==> config.mk <==
export PLATFORM = sky130hd
export DESIGN_NAME = instruction_fetch
export DESIGN_NICKNAME = d
export VERILOG_FILES = /design/src/rtl/mips_pkg.sv /design/src/rtl/pc_register.sv /design/src/rtl/instruction_fetch.sv
export SDC_FILE = /design/constraint.sdc
export NUM_CORES = 1
export LEC_CHECK = 0
export ABC_AREA = 1
export BUFFER_PORTS_ARGS = -buffer_cell sky130_fd_sc_hd__buf_4
export CORE_MARGIN = 8
export CORE_UTILIZATION = 44
export CTS_CLUSTER_SIZE = 30
export DETAILED_ROUTE_END_ITERATION = 10
export PLACE_DENSITY = 0.77
export REMOVE_ABC_BUFFERS = 1
export SYNTH_ARGS = -nofsm -noshare
export SYNTH_HDL_FRONTEND = slang
export SYNTH_SLANG_ARGS = --single-unit
==> constraint.sdc <==
create_clock -name clk -period 3.7 [get_ports clk]
set_input_delay 0.74 -clock clk [delete_from_list [all_inputs] [get_ports clk]]
set_output_delay 0.74 -clock clk [all_outputs]
set_load 0.01 [all_outputs]
==> src/rtl/mips_pkg.sv <==
// Shared MIPS front-end definitions: reset PC default, major opcodes and the
// fetch FSM state encoding used by instruction_fetch.
package mips_pkg;

    localparam logic [31:0] RESET_PC_DEFAULT = 32'h0000_0000;

    localparam logic [5:0] OP_RTYPE = 6'b000000;
    localparam logic [5:0] OP_LW    = 6'b100011;
    localparam logic [5:0] OP_SW    = 6'b101011;
    localparam logic [5:0] OP_BEQ   = 6'b000100;

    typedef enum logic {
        REQ  = 1'b0,
        WAIT = 1'b1
    } fetch_state_t;

    function automatic logic [5:0] opcode_of(input logic [31:0] instr);
        return instr[31:26];
    endfunction

endpackage

==> src/rtl/pc_register.sv <==
// Program counter flop for the fetch stage: holds, advances by one word, or
// loads a redirect target with the byte offset bits cleared.
module pc_register #(
    parameter int                 ADDR_W   = 32,
    parameter logic [ADDR_W-1:0]  RESET_PC = '0
) (
    input  logic              clk,
    input  logic              rst,
    input  logic              redirect,
    input  logic [ADDR_W-1:0] redirect_pc,
    input  logic              advance,
    output logic [ADDR_W-1:0] pc,
    output logic [ADDR_W-1:0] pc_plus4
);

    logic [ADDR_W-1:0] pc_q;
    logic [ADDR_W-1:0] pc_d;

    assign pc_plus4 = pc_q + ADDR_W'(4);

    // Redirect wins over sequential advance; the increment wraps naturally.
    always_comb begin
        pc_d = pc_q;
        if (redirect) begin
            pc_d = redirect_pc & ~ADDR_W'(3);
        end else if (advance) begin
            pc_d = pc_plus4;
        end
    end

    always_ff @(posedge clk or posedge rst) begin
        if (rst) begin
            pc_q <= RESET_PC;
        end else begin
            pc_q <= pc_d;
        end
    end

    assign pc = pc_q;

endmodule

==> src/rtl/instruction_fetch.sv <==
// MIPS fetch stage: one outstanding imem read, IF/ID register with stall and
// branch redirect/kill. Define IFETCH_PERF_EN to build the delivered-instruction counter.
module instruction_fetch
    import mips_pkg::*;
#(
    parameter int                ADDR_W   = 32,
    parameter int                DATA_W   = 32,
    parameter logic [ADDR_W-1:0] RESET_PC = ADDR_W'(RESET_PC_DEFAULT)
) (
    input  logic              clk,
    input  logic              rst,
    output logic              imem_req_valid,
    input  logic              imem_req_ready,
    output logic [ADDR_W-1:0] imem_addr,
    input  logic              imem_rsp_valid,
    input  logic [DATA_W-1:0] imem_rsp_data,
    input  logic              stall,
    input  logic              branch_taken,
    input  logic [ADDR_W-1:0] branch_target,
    output logic              if_valid,
    output logic [DATA_W-1:0] if_instr,
    output logic [5:0]        if_opcode,
    output logic [ADDR_W-1:0] if_pc4,
    output logic [31:0]       fetch_count
);

    fetch_state_t      state_q, state_d;
    logic              kill_q, kill_d;
    logic              if_valid_q, if_valid_d;
    logic [DATA_W-1:0] if_instr_q, if_instr_d;
    logic [ADDR_W-1:0] if_pc4_q, if_pc4_d;

    logic              accept;
    logic              rsp_land;
    logic              deliver;
    logic [ADDR_W-1:0] pc;
    logic [ADDR_W-1:0] pc_plus4;

    assign accept   = imem_req_valid && imem_req_ready;
    assign rsp_land = (state_q == WAIT) && imem_rsp_valid;
    assign deliver  = rsp_land && !kill_q && !branch_taken;

    pc_register #(
        .ADDR_W   (ADDR_W),
        .RESET_PC (RESET_PC)
    ) u_pc (
        .clk         (clk),
        .rst         (rst),
        .redirect    (branch_taken),
        .redirect_pc (branch_target),
        .advance     (deliver),
        .pc          (pc),
        .pc_plus4    (pc_plus4)
    );

    always_ff @(posedge clk or posedge rst) begin
        if (rst) begin
            state_q <= REQ;
        end else begin
            state_q <= state_d;
        end
    end

    always_comb begin
        state_d = state_q;
        case (state_q)
            REQ:     if (accept)   state_d = WAIT;
            WAIT:    if (rsp_land) state_d = REQ;
            default: state_d = REQ;
        endcase
    end

    // No request while reset is held or while decode is holding a valid word.
    always_comb begin
        imem_req_valid = !rst && (state_q == REQ) && !(if_valid_q && stall);
        imem_addr      = pc;
    end

    // A branch marks the in-flight read as dead unless it returns this very cycle.
    always_comb begin
        kill_d = kill_q;
        if (branch_taken) begin
            if (state_q == WAIT) begin
                kill_d = !imem_rsp_valid;
            end else if (accept) begin
                kill_d = 1'b1;
            end
        end else if (rsp_land) begin
            kill_d = 1'b0;
        end
    end

    always_comb begin
        if_valid_d = if_valid_q;
        if_instr_d = if_instr_q;
        if_pc4_d   = if_pc4_q;
        if (branch_taken) begin
            if_valid_d = 1'b0;
        end else if (deliver) begin
            if_valid_d = 1'b1;
            if_instr_d = imem_rsp_data;
            if_pc4_d   = pc_plus4;
        end else if (if_valid_q && !stall) begin
            if_valid_d = 1'b0;
        end
    end

    always_ff @(posedge clk or posedge rst) begin
        if (rst) begin
            kill_q     <= 1'b0;
            if_valid_q <= 1'b0;
            if_instr_q <= '0;
            if_pc4_q   <= '0;
        end else begin
            kill_q     <= kill_d;
            if_valid_q <= if_valid_d;
            if_instr_q <= if_instr_d;
            if_pc4_q   <= if_pc4_d;
        end
    end

    assign if_valid  = if_valid_q;
    assign if_instr  = if_instr_q;
    assign if_opcode = opcode_of(32'(if_instr_q));
    assign if_pc4    = if_pc4_q;

`ifdef IFETCH_PERF_EN
    logic [31:0] fetch_count_q, fetch_count_d;

    always_comb begin
        fetch_count_d = fetch_count_q;
        if (deliver) begin
            fetch_count_d = fetch_count_q + 32'd1;
        end
    end

    always_ff @(posedge clk or posedge rst) begin
        if (rst) begin
            fetch_count_q <= '0;
        end else begin
            fetch_count_q <= fetch_count_d;
        end
    end

    assign fetch_count = fetch_count_q;
`else
    assign fetch_count = '0;
`endif

endmodule

# == Word level (Yosys, flattened, before mapping) ==
# Cells that the tools add are included.
# word_totals
reg_bits,99
input_bits,70
out_inout_bits,136
# classes
n_addsub,1
eq_ne,1
mux,12
bitwise,2
n_reduce_logical,19
# ops
operator,count
32-bit 2-to-1 mux,2
"32-bit by 3-bit adder with 32-bit output, second input constant",1
1-bit 2-to-1 mux,9
1-bit logical AND,8
1-bit logical NOT,6
2-bit AND reduction,2
2-bit nonzero test,2
"3-bit by 1-bit != test with 1-bit output, second input constant",1
3-bit nonzero test,1
1-bit inverter,2
1-bit case mux with 2 select lines,1

# == Depth between registers and ports, before layout ==
# Gate-level depths: netlist (run 1).
# depth
ltp_word,7
mapped_depth,9

# == By module ==
# A second synthesis (run 1) with hierarchy kept.
# unflattened
hier_cells,646
hier_area_um2,5172.5
# modules_own_cells
module,instances,cells_per_inst,area_per_inst_um2,seq_area_each_um2
instruction_fetch,1,333,2887.8,1676.6
pc_register,1,313,2284.7,750.7

# == Worst setup path before layout (run 1) ==
# OpenSTA, ideal clock, no wires.
# synth_path
path_type,input -> output
start,input rst
end,output imem_req_valid
arrival_time_ps,3085
required_ps,2960
path_slack_ps,-125
cell_stages,3
n_path_buf,0
cell_sequence,inv_1 > nand3_1 > inv_1
# synth_between
elab_chain_len,3
# synth_rtl
element,line,source
from (decl),instruction_fetch.sv:11,"input logic rst,"
1-bit logical NOT (no line),n/a,
1-bit logical AND (2 in series),instruction_fetch.sv:75,imem_req_valid = !rst && (state_q == REQ) && !(if_valid_q && stall);
to (decl),instruction_fetch.sv:12,"output logic imem_req_valid,"
# Every way passes these cells.

# == Worst setup path after layout (run 1) ==
# Same ends and word-level chain as after synthesis.

==> metrics.json, run 1 <==
{
  "run_status": {
    "run_status": "finished, final reports clean"
  },
  "die": {
    "placementRows": 38,
    "ioPinCount": 206,
    "initial_core_util_pct": 45.5,
    "dieHeight_um": 122,
    "die_area_mm2": 0.0149,
    "floorplan.die.width_um": 122,
    "fp.coreArea_mm2": 0.0109
  },
  "synthesis": {
    "post_synth_num_cell_types": 27,
    "synth_top_area_cells": "sky130_fd_sc_hd__dfrtp_1 (48%), sky130_fd_sc_hd__nand2_1 (22%), sky130_fd_sc_hd__buf_4 (6.5%), sky130_fd_sc_hd__nand3_1 (4.8%), sky130_fd_sc_hd__inv_1 (3.0%)",
    "synth_cells": 635,
    "syn_avg_cell_area_um2": 7.80,
    "yosys_warnings": 0,
    "most_area_hungry_cell_type_in_the_yosys_netlist": "sky130_fd_sc_hd__dfrtp_1",
    "post_synth_top_area_share_pct": 48.0,
    "synth-seq-area-share_pct": 48.0,
    "mappedNetlistArea_mm2": 0.00495,
    "ys_seq_elements": 95
  },
  "cts": {
    "cts_root_buffer": "sky130_fd_sc_hd__clkbuf_8",
    "post_cts_buffers": 0,
    "htree_num_levels": 3,
    "cts_tree": "built",
    "cts_sinks": 95,
    "ctsResizeCount": 0,
    "path_clk_slew_ps": 90,
    "cts_hold_buffers": 0,
    "clock_latency_late_sink_ps": 360,
    "tritoncts.num_buffers": 9,
    "clock_path_buffers": 2
  },
  "sta": {
    "worst_slew_pin_slew_ps": 1060,
    "final-hold-violation-count": 0,
    "worst_clock_skew_ps": 8.03,
    "period_needed_ps": 2300,
    "timing.slew.headroom_pct": 29.3,
    "timing.final.ws_setup_ps": 1400,
    "setup_repair_after_global_routing_missed_its_margin": "false",
    "fmaxAchievable_mhz": 435,
    "timing.final.crit_share_pct": 62.2,
    "slew_viol_final": 0,
    "finalSetupTns_ps": 0,
    "report.final.setup_viol": 0
  },
  "grt": {
    "grt_pass1_vias": 4625,
    "grt_usage_pct": 18.9,
    "initial_antenna_violation_count": 0,
    "grt_start_max_net_pins": 63,
    "grt_pass1_wl_um": 22500,
    "grt_remaining_overflow": 0
  },
  "power": {
    "switching_share_pct": 36.0,
    "power.share.clock_pct": 17.7,
    "p_seq_share_pct": 45.0,
    "power_leakage_uw": 0.00349,
    "p_switching_uw": 1300,
    "internal_power_uw": 2300,
    "vdd.ir_drop.worst_mv": 0.370,
    "powerDensity_mw_per_mm2": 572,
    "comb_power_share_pct": 37.4
  },
  "placed_design": {
    "place.detailed.instances": 920,
    "postPlaceCellArea_mm2": 0.00612,
    "dp_hpwl_um": 10600,
    "preCtsSetupSlack_ps": 1370,
    "numPortBuffers": 167,
    "place.gp.congestion": 0.828
  },
  "setup_path": {
    "critical-path-max-stage-delay_ps": 340,
    "crit_slowest_cell": "sky130_fd_sc_hd__inv_4",
    "timing.critical_path.cells": "buf_4, inv_4, nand3_1, inv_1, buf_4",
    "timing.critical_path.to_type": "output pin",
    "crit_start_category": "input pin",
    "setup.worst_path.class": "in -> out",
    "critical_path_peak_fanout": 36,
    "worst_path_dominant_cell_family": "buffers and inverters",
    "critPathArrivalTime_ps": 1560,
    "cpMostUsedCell": "sky130_fd_sc_hd__buf_4",
    "worst-endpoint-required_ps": 2960,
    "critical_path_buf_inv_count": 4
  },
  "cells_and_area": {
    "final-seq-area_mm2": 0.00238,
    "fill_cells": 1017,
    "instances_no_fill": 936,
    "design_area_mm2": 0.00629,
    "antenna-diode-count": 0,
    "area.growth.synth_to_final_pct": 27.1,
    "post_route_cells_drive_above_1_share_pct": 28.8,
    "multi_input_area_mm2": 0.00212,
    "nNetsFinal": 862
  },
  "flow_run": {
    "cap_viol_max_count": 0
  },
  "route": {
    "drc": 0,
    "wl_um": 14100,
    "via_total_after_detailed_routing": 4377,
    "detailedRoute.firstPassIterationCount": 5,
    "detail_route.vias_per_cell": 4.68,
    "ant_nets": 0,
    "drt-wirelength-per-cell_um": 15.0,
    "drt_iter0_drc": 262
  },
  "hold_path": {
    "hold_path.class": "in -> async"
  }
}
## cells by family after synthesis
kind of cell	after synthesis	synth area share, %
AO/OA/AOI/OAI	27	3.29
XOR/XNOR	5	0.885
adder cells (fa/ha/maj)	1	0.253
buffers and inverters	105	11.9
flip-flops	95	48.0
other	1	0.0757
AND/OR/NAND/NOR	401	35.6
## per-stage QoR
step | utilization [%] | total power (uW) | hold slack (ps)
2_1_floorplan | - | 2170 | 509
3_3_place_gp | 56.2 | 2960 | 456
4_1_cts | 57.8 | 3650 | 405
5_1_grt | 57.8 | 3860 | 420
6_report | 57.8 | 3600 | 390
3_5_place_dp | 56.2 | 3010 | 463
## cells in the mapped netlist
cell type	instances
sky130_fd_sc_hd__nand2_1	293
sky130_fd_sc_hd__dfrtp_1	95
sky130_fd_sc_hd__nand3_1	47
sky130_fd_sc_hd__buf_4	43
sky130_fd_sc_hd__inv_1	40
sky130_fd_sc_hd__nor2_1	20
sky130_fd_sc_hd__o21ai_0	14
sky130_fd_sc_hd__buf_2	11
sky130_fd_sc_hd__nand2_2	11
sky130_fd_sc_hd__nor2_4	10
sky130_fd_sc_hd__nor2_2	8
sky130_fd_sc_hd__o21bai_1	8
sky130_fd_sc_hd__inv_2	5
sky130_fd_sc_hd__nand3_2	5
sky130_fd_sc_hd__clkbuf_1	4
sky130_fd_sc_hd__nand2_4	3
sky130_fd_sc_hd__o211ai_1	3
sky130_fd_sc_hd__xnor2_1	3
sky130_fd_sc_hd__a21oi_1	2
sky130_fd_sc_hd__and2_1	2
sky130_fd_sc_hd__xor2_1	2
sky130_fd_sc_hd__buf_6	1
sky130_fd_sc_hd__clkbuf_8	1
sky130_fd_sc_hd__conb_1	1
sky130_fd_sc_hd__ha_1	1
sky130_fd_sc_hd__nor2_8	1
sky130_fd_sc_hd__or2_2	1
## flip-flops by register name (all words and copies together) (netlist names)
| name | cells |
|---|---|
| state_q | 1 |
| u_pc.pc | 30 |
| if_instr | 32 |
| if_valid | 1 |
| if_pc4 | 30 |
| kill_q | 1 |
## worst paths after layout
path | slack [ps] | from | depth (start not counted) | to
max in group asynchronous | 2140 | rst | 3 | if_pc4[6]$_DFFE_PP0P_
setup reg to reg | 1940 | state_q$_DFF_PP0_ | 7 | if_pc4[22]$_DFFE_PP0P_
min in group clk | 480 | if_instr[0]$_DFFE_PP0P_ | 2 | if_instr[0]$_DFFE_PP0P_
hold reg to reg | 480 | if_instr[0]$_DFFE_PP0P_ | 2 | if_instr[0]$_DFFE_PP0P_
setup / recovery | 1400 | rst | 5 | imem_req_valid
hold / removal | 390 | rst | 2 | u_pc.pc[30]$_DFFE_PP0P_
## cell type report
cell class / instances / share of cell area [%]
timing repair buffer: 170 / 20.3
tap: 140 / 2.78
clock buffer: 12 / 2.31
clock inverter: 4 / 0.497
multi-input combinational: 470 / 33.7
inverter: 45 / 2.72
sequential: 95 / 37.8
## placed cells by master (no fill, tap or decap), types with 2 or more instances in the layout
cell type,Yosys,routed
sky130_fd_sc_hd__o21bai_1,8,8
sky130_fd_sc_hd__clkbuf_1,4,2
sky130_fd_sc_hd__nand2_4,3,3
sky130_fd_sc_hd__inv_1,40,39
sky130_fd_sc_hd__nor2_4,10,10
sky130_fd_sc_hd__nand3_2,5,5
sky130_fd_sc_hd__inv_2,5,5
sky130_fd_sc_hd__nor2_2,8,8
sky130_fd_sc_hd__o211ai_1,3,3
sky130_fd_sc_hd__nand2_2,11,11
sky130_fd_sc_hd__clkbuf_8,1,10
sky130_fd_sc_hd__clkinvlp_4,0,3
sky130_fd_sc_hd__nand2_1,293,293
sky130_fd_sc_hd__xor2_1,2,2
sky130_fd_sc_hd__dfrtp_1,95,95
sky130_fd_sc_hd__buf_4,43,170
sky130_fd_sc_hd__nor2_1,20,20
sky130_fd_sc_hd__o21ai_0,14,14
sky130_fd_sc_hd__nand3_1,47,47
sky130_fd_sc_hd__xnor2_1,3,3
sky130_fd_sc_hd__and2_1,2,2
sky130_fd_sc_hd__conb_1,1,36
sky130_fd_sc_hd__a21oi_1,2,2
## per-layer routing
metal	part of all wire [%]	wire, um	global-route usage (%)	vias to the layer above
met3	12	1640	8.70	21
met4	1.9	261	7.16	0
met1	40	5580	21.3	2025
met2	47	6580	30.7	158
met5	0	0	0	-
li1	-	-	-	2173
## power by group through the flow
stage	clock network [uW]	logic [uW]	registers, uW
final	637	1350	1620
after floorplan	0	394	1780
after detailed placement	0	1370	1640
after global routing	693	1500	1670
after CTS	656	1380	1620
after global placement	0	1340	1620
Note: power is estimated with default switching activity, not from simulation.
==> run 2, diff against run 1 <==
- ABC_AREA: 1 -> 0
- PLACE_DENSITY: 0.77 -> 0.78
- clock period: 3.7 -> 2 ns (I/O delays scaled with it)
==> run 2 against run 1 <==
Effect of this change: die area shrank 1.9%; critical path depth grew 1; clock skew grew 6.9 ps; largest cell class unchanged; largest power group unchanged; highest routed layer unchanged.
==> metrics.json, run 2 <==
{
  "grt": {
    "grt_pass1_vias": {"value": 4225, "change": "-8.6%"},
    "grt_start_max_net_pins": {"value": 52, "change": "-17%"},
    "initial_antenna_violation_count": {"value": 0, "change": "unchanged"},
    "grt_pass1_wl": {"value": 21500, "unit": "um", "change": "-4.6%"},
    "grt_usage": {"value": 18.3, "unit": "%", "change": "-0.60 points"},
    "grt_remaining_overflow": {"value": 0, "change": "unchanged"}
  },
  "setup_path": {
    "reg2regPathDepth": {"value": 6, "change": "-1"},
    "rr_startpoint": "u_pc.pc[2]$_DFFE_PP0P_",
    "critical_path_peak_fanout": {"value": 7, "change": "-81%"},
    "worst-endpoint-required": {"value": 2230, "unit": "ps", "change": "-730 ps"},
    "crit_start_category": "flop",
    "critical_path.reg2reg.endpoint": "u_pc.pc[18]$_DFFE_PP0P_",
    "ff2ff_setup_slack": {"value": 140, "unit": "ps", "change": "-1800 ps"},
    "timing.critical_path.to_type": "flop",
    "critPathArrivalTime": {"value": 2090, "unit": "ps", "change": "+530 ps"},
    "setup.worst_path.class": "reg -> reg"
  },
  "synthesis": {
    "post-synth-top-count-cell": "sky130_fd_sc_hd__dfrtp_1",
    "post_synth_num_cell_types": {"value": 36, "change": "+33%"},
    "synth_enable_flop_cells": {"value": 0, "change": "unchanged"},
    "synth_cells": {"value": 484, "change": "-24%"},
    "ys_async_sr_fraction": {"value": 100, "unit": "%", "change": "unchanged"},
    "synth-seq-area-share": {"value": 49.1, "unit": "%", "change": "+1.1 points"},
    "syn_avg_cell_area": {"value": 10.0, "unit": "um^2", "change": "+28%"},
    "synth.top_cells.by_count": "sky130_fd_sc_hd__dfrtp_1 (95), sky130_fd_sc_hd__nand2_1 (51), sky130_fd_sc_hd__buf_4 (44), sky130_fd_sc_hd__nor2_1 (44), sky130_fd_sc_hd__xor2_1 (35)",
    "yosys_warnings": {"value": 0, "change": "unchanged"},
    "mappedNetlistArea": {"value": 0.00484, "unit": "mm^2", "change": "-2.2%"},
    "synth_top_area_cells": "sky130_fd_sc_hd__dfrtp_1 (49%), sky130_fd_sc_hd__mux2_2 (7.9%), sky130_fd_sc_hd__buf_4 (6.8%), sky130_fd_sc_hd__xor2_1 (6.3%), sky130_fd_sc_hd__xnor2_1 (4.0%)",
    "post_synth_top_area_share": {"value": 49.1, "unit": "%", "change": "+1.1 points"},
    "ys_seq_elements": {"value": 95, "change": "unchanged"},
    "most_area_hungry_cell_type_in_the_yosys_netlist": "sky130_fd_sc_hd__dfrtp_1",
    "postSynth.topFlopCell": "sky130_fd_sc_hd__dfrtp_1"
  },
  "cells_and_area": {
    "post_route_cells_drive_above_1_share": {"value": 39.0, "unit": "%", "change": "+10 points"},
    "fill_cells": {"value": 944, "change": "-7.2%"},
    "multi_input_area": {"value": 0.00216, "unit": "mm^2", "change": "+1.8%"},
    "nNetsFinal": {"value": 732, "change": "-15%"},
    "most_frequent_standard_cell_in_the_layout_excluding_fill_and_tap_cells": "sky130_fd_sc_hd__buf_4",
    "final_cell_mix": "sky130_fd_sc_hd__buf_4 (200), sky130_fd_sc_hd__dfrtp_1 (95), sky130_fd_sc_hd__nand2_1 (51)",
    "antenna-diode-count": {"value": 0, "change": "unchanged"},
    "final-seq-area": {"value": 0.00238, "unit": "mm^2", "change": "unchanged"},
    "area.growth.synth_to_final_pct": 32.8,
    "finalCoreUtilization": {"value": 59.6, "unit": "%", "change": "+1.7 points"},
    "largest_register_ff_count": {"value": 32, "change": "unchanged"}
  },
  "cts": {
    "htree_num_levels": {"value": 3, "change": "unchanged"},
    "post_cts_buffers": {"value": 0, "change": "unchanged"},
    "clock_latency_late_sink": {"value": 360, "unit": "ps", "change": "about the same"},
    "tritoncts.num_buffers": {"value": 9, "change": "unchanged"},
    "clock_path_buffers": {"value": 2, "change": "unchanged"},
    "path_clk_slew": {"value": 90, "unit": "ps", "change": "about the same"},
    "ctsResizeCount": {"value": 1, "change": "+1"},
    "cts_root_buffer": "sky130_fd_sc_hd__clkbuf_8",
    "cts_hold_buffers": {"value": 0, "change": "unchanged"},
    "cts_tree": "built",
    "cts_sinks": {"value": 95, "change": "unchanged"}
  },
  "route": {
    "detailedRoute.firstPassIterationCount": {"value": 4, "change": "-1"},
    "drt_iter0_drc": {"value": 259, "change": "-1.1%"},
    "detail_route.vias_per_cell": {"value": 4.90, "change": "+4.9%"},
    "wl": {"value": 13100, "unit": "um", "change": "-6.5%"},
    "ant_nets": {"value": 0, "change": "unchanged"},
    "via_total_after_detailed_routing": {"value": 3953, "change": "-9.7%"},
    "drc": {"value": 0, "change": "unchanged"},
    "drt-wirelength-per-cell": {"value": 16.3, "unit": "um", "change": "+8.5%"}
  },
  "run_status": {
    "run_status": "finished, final reports clean"
  },
  "sta": {
    "timing.final.ws_setup": {"value": 137, "unit": "ps", "change": "-1260 ps"},
    "timing.final.crit_share_pct": 93.2,
    "fmaxAchievable_mhz": 537,
    "hold-worst-slack": {"value": 65.3, "unit": "ps", "change": "-325 ps"},
    "final-hold-violation-count": {"value": 0, "change": "unchanged"},
    "worst_clock_skew": {"value": 14.9, "unit": "ps", "change": "+6.85 ps"},
    "setup_repair_after_global_routing_missed_its_margin": "false",
    "report.final.setup_viol": {"value": 0, "change": "unchanged"},
    "period_needed_ps": 1860,
    "slew_viol_final": {"value": 0, "change": "unchanged"}
  },
  "die": {
    "dieHeight": {"value": 121, "unit": "um", "change": "-0.97%"},
    "fp.coreArea": {"value": 0.0108, "unit": "mm^2", "change": "-0.87%"},
    "ioPinCount": {"value": 206, "change": "unchanged"},
    "die_area": {"value": 0.0146, "unit": "mm^2", "change": "-1.9%"},
    "floorplan.die.width": {"value": 121, "unit": "um", "change": "-0.97%"},
    "initial_core_util": {"value": 44.9, "unit": "%", "change": "-0.62 points"},
    "placementRows": {"value": 38, "change": "unchanged"}
  },
  "power": {
    "total_power": {"value": 6900, "unit": "uW", "change": "+92%"},
    "power_leakage": {"value": 0.00294, "unit": "uW", "change": "-16%"},
    "powerDensity": {"value": 1070, "unit": "mW/mm^2", "change": "+88%"},
    "vdd.ir_drop.worst": {"value": 0.510, "unit": "mV", "change": "+38%"}
  },
  "hold_path": {
    "hold_path.class": "in -> async"
  },
  "placed_design": {
    "numPortBuffers": {"value": 167, "change": "unchanged"},
    "place.gp.congestion": {"value": 0.827, "change": "-0.18%"},
    "dp_hpwl": {"value": 10200, "unit": "um", "change": "-4.5%"},
    "preCtsSetupSlack": {"value": 23.5, "unit": "ps", "change": "-1340 ps"}
  },
  "flow_run": {
    "cap_viol_max_count": {"value": 0, "change": "unchanged"}
  }
}
==> run 2: cell families after synthesis <==
logic type,share of synthesized area [%]
AO/OA/AOI/OAI,6.64
XOR/XNOR,10.3
adder cells (fa/ha/maj),0.258
buffers and inverters,9.30
flip-flops,49.1
multiplexers,8.12
other,0.0775
AND/OR/NAND/NOR,16.2
==> run 2: how the worst max path moves through the flow <==
stage / startpoint / end / slack [ps] / cells after the start
final: u_pc.pc[2]$_DFFE_PP0P_ / u_pc.pc[18]$_DFFE_PP0P_ / 140 / 6
after global routing: u_pc.pc[2]$_DFFE_PP0P_ / u_pc.pc[28]$_DFFE_PP0P_ / 20 / 6
after CTS: u_pc.pc[2]$_DFFE_PP0P_ / u_pc.pc[18]$_DFFE_PP0P_ / 130 / 6
after detailed placement: u_pc.pc[2]$_DFFE_PP0P_ / u_pc.pc[18]$_DFFE_PP0P_ / 20 / 6
after global placement: u_pc.pc[2]$_DFFE_PP0P_ / u_pc.pc[28]$_DFFE_PP0P_ / 70 / 6
after floorplan: kill_q$_DFFE_PP0P_ / if_instr[0]$_DFFE_PP0P_ / -2750 / 3
==> run 2: cell type report <==
type	instances	area share (%)
multi-input combinational	351	33.5
clock inverter	3	0.292
tap	140	2.73
clock buffer	13	2.32
timing repair buffer	202	24.0
inverter	2	0.156
sequential	95	37.0
==> run 2: metrics by stage <==
stage               TNS (ps)  area (um^2)  cells
floorplan            -249210         4530    448
finish                     0         6430    806
global placement           0         6260    790
global route               0         6430    806
detailed placement         0         6260    790
CTS                        0         6430    806
==> run 2: per-layer routing <==
metal | part of all wire [%] | GRT usage (%) | wire length (um) | up-vias
met3 | 7.2 | 4.09 | 943 | 16
met4 | 1.6 | 6.48 | 214 | 0
li1 | - | - | - | 1905
met1 | 42 | 22.5 | 5580 | 1873
met2 | 49 | 30.8 | 6400 | 159
met5 | 0 | 0 | 0 | -
==> run 2: critical path: stages (launching register included) <==
cell	delay, ps
sky130_fd_sc_hd__dfrtp_1	370
sky130_fd_sc_hd__ha_1	190
sky130_fd_sc_hd__nand2_2	70
sky130_fd_sc_hd__or4_4	600
sky130_fd_sc_hd__nor3_1	250
sky130_fd_sc_hd__xnor2_1	160
sky130_fd_sc_hd__o21ai_1	90
==> run 2: power breakdown <==
part / internal [uW] / switching (uW) / leakage, uW
Clock: 487 / 655 / 0.0000874
Combinational: 1500 / 1230 / 0.00171
Sequential: 2600 / 426 / 0.00114
Total: 4590 / 2310 / 0.00294
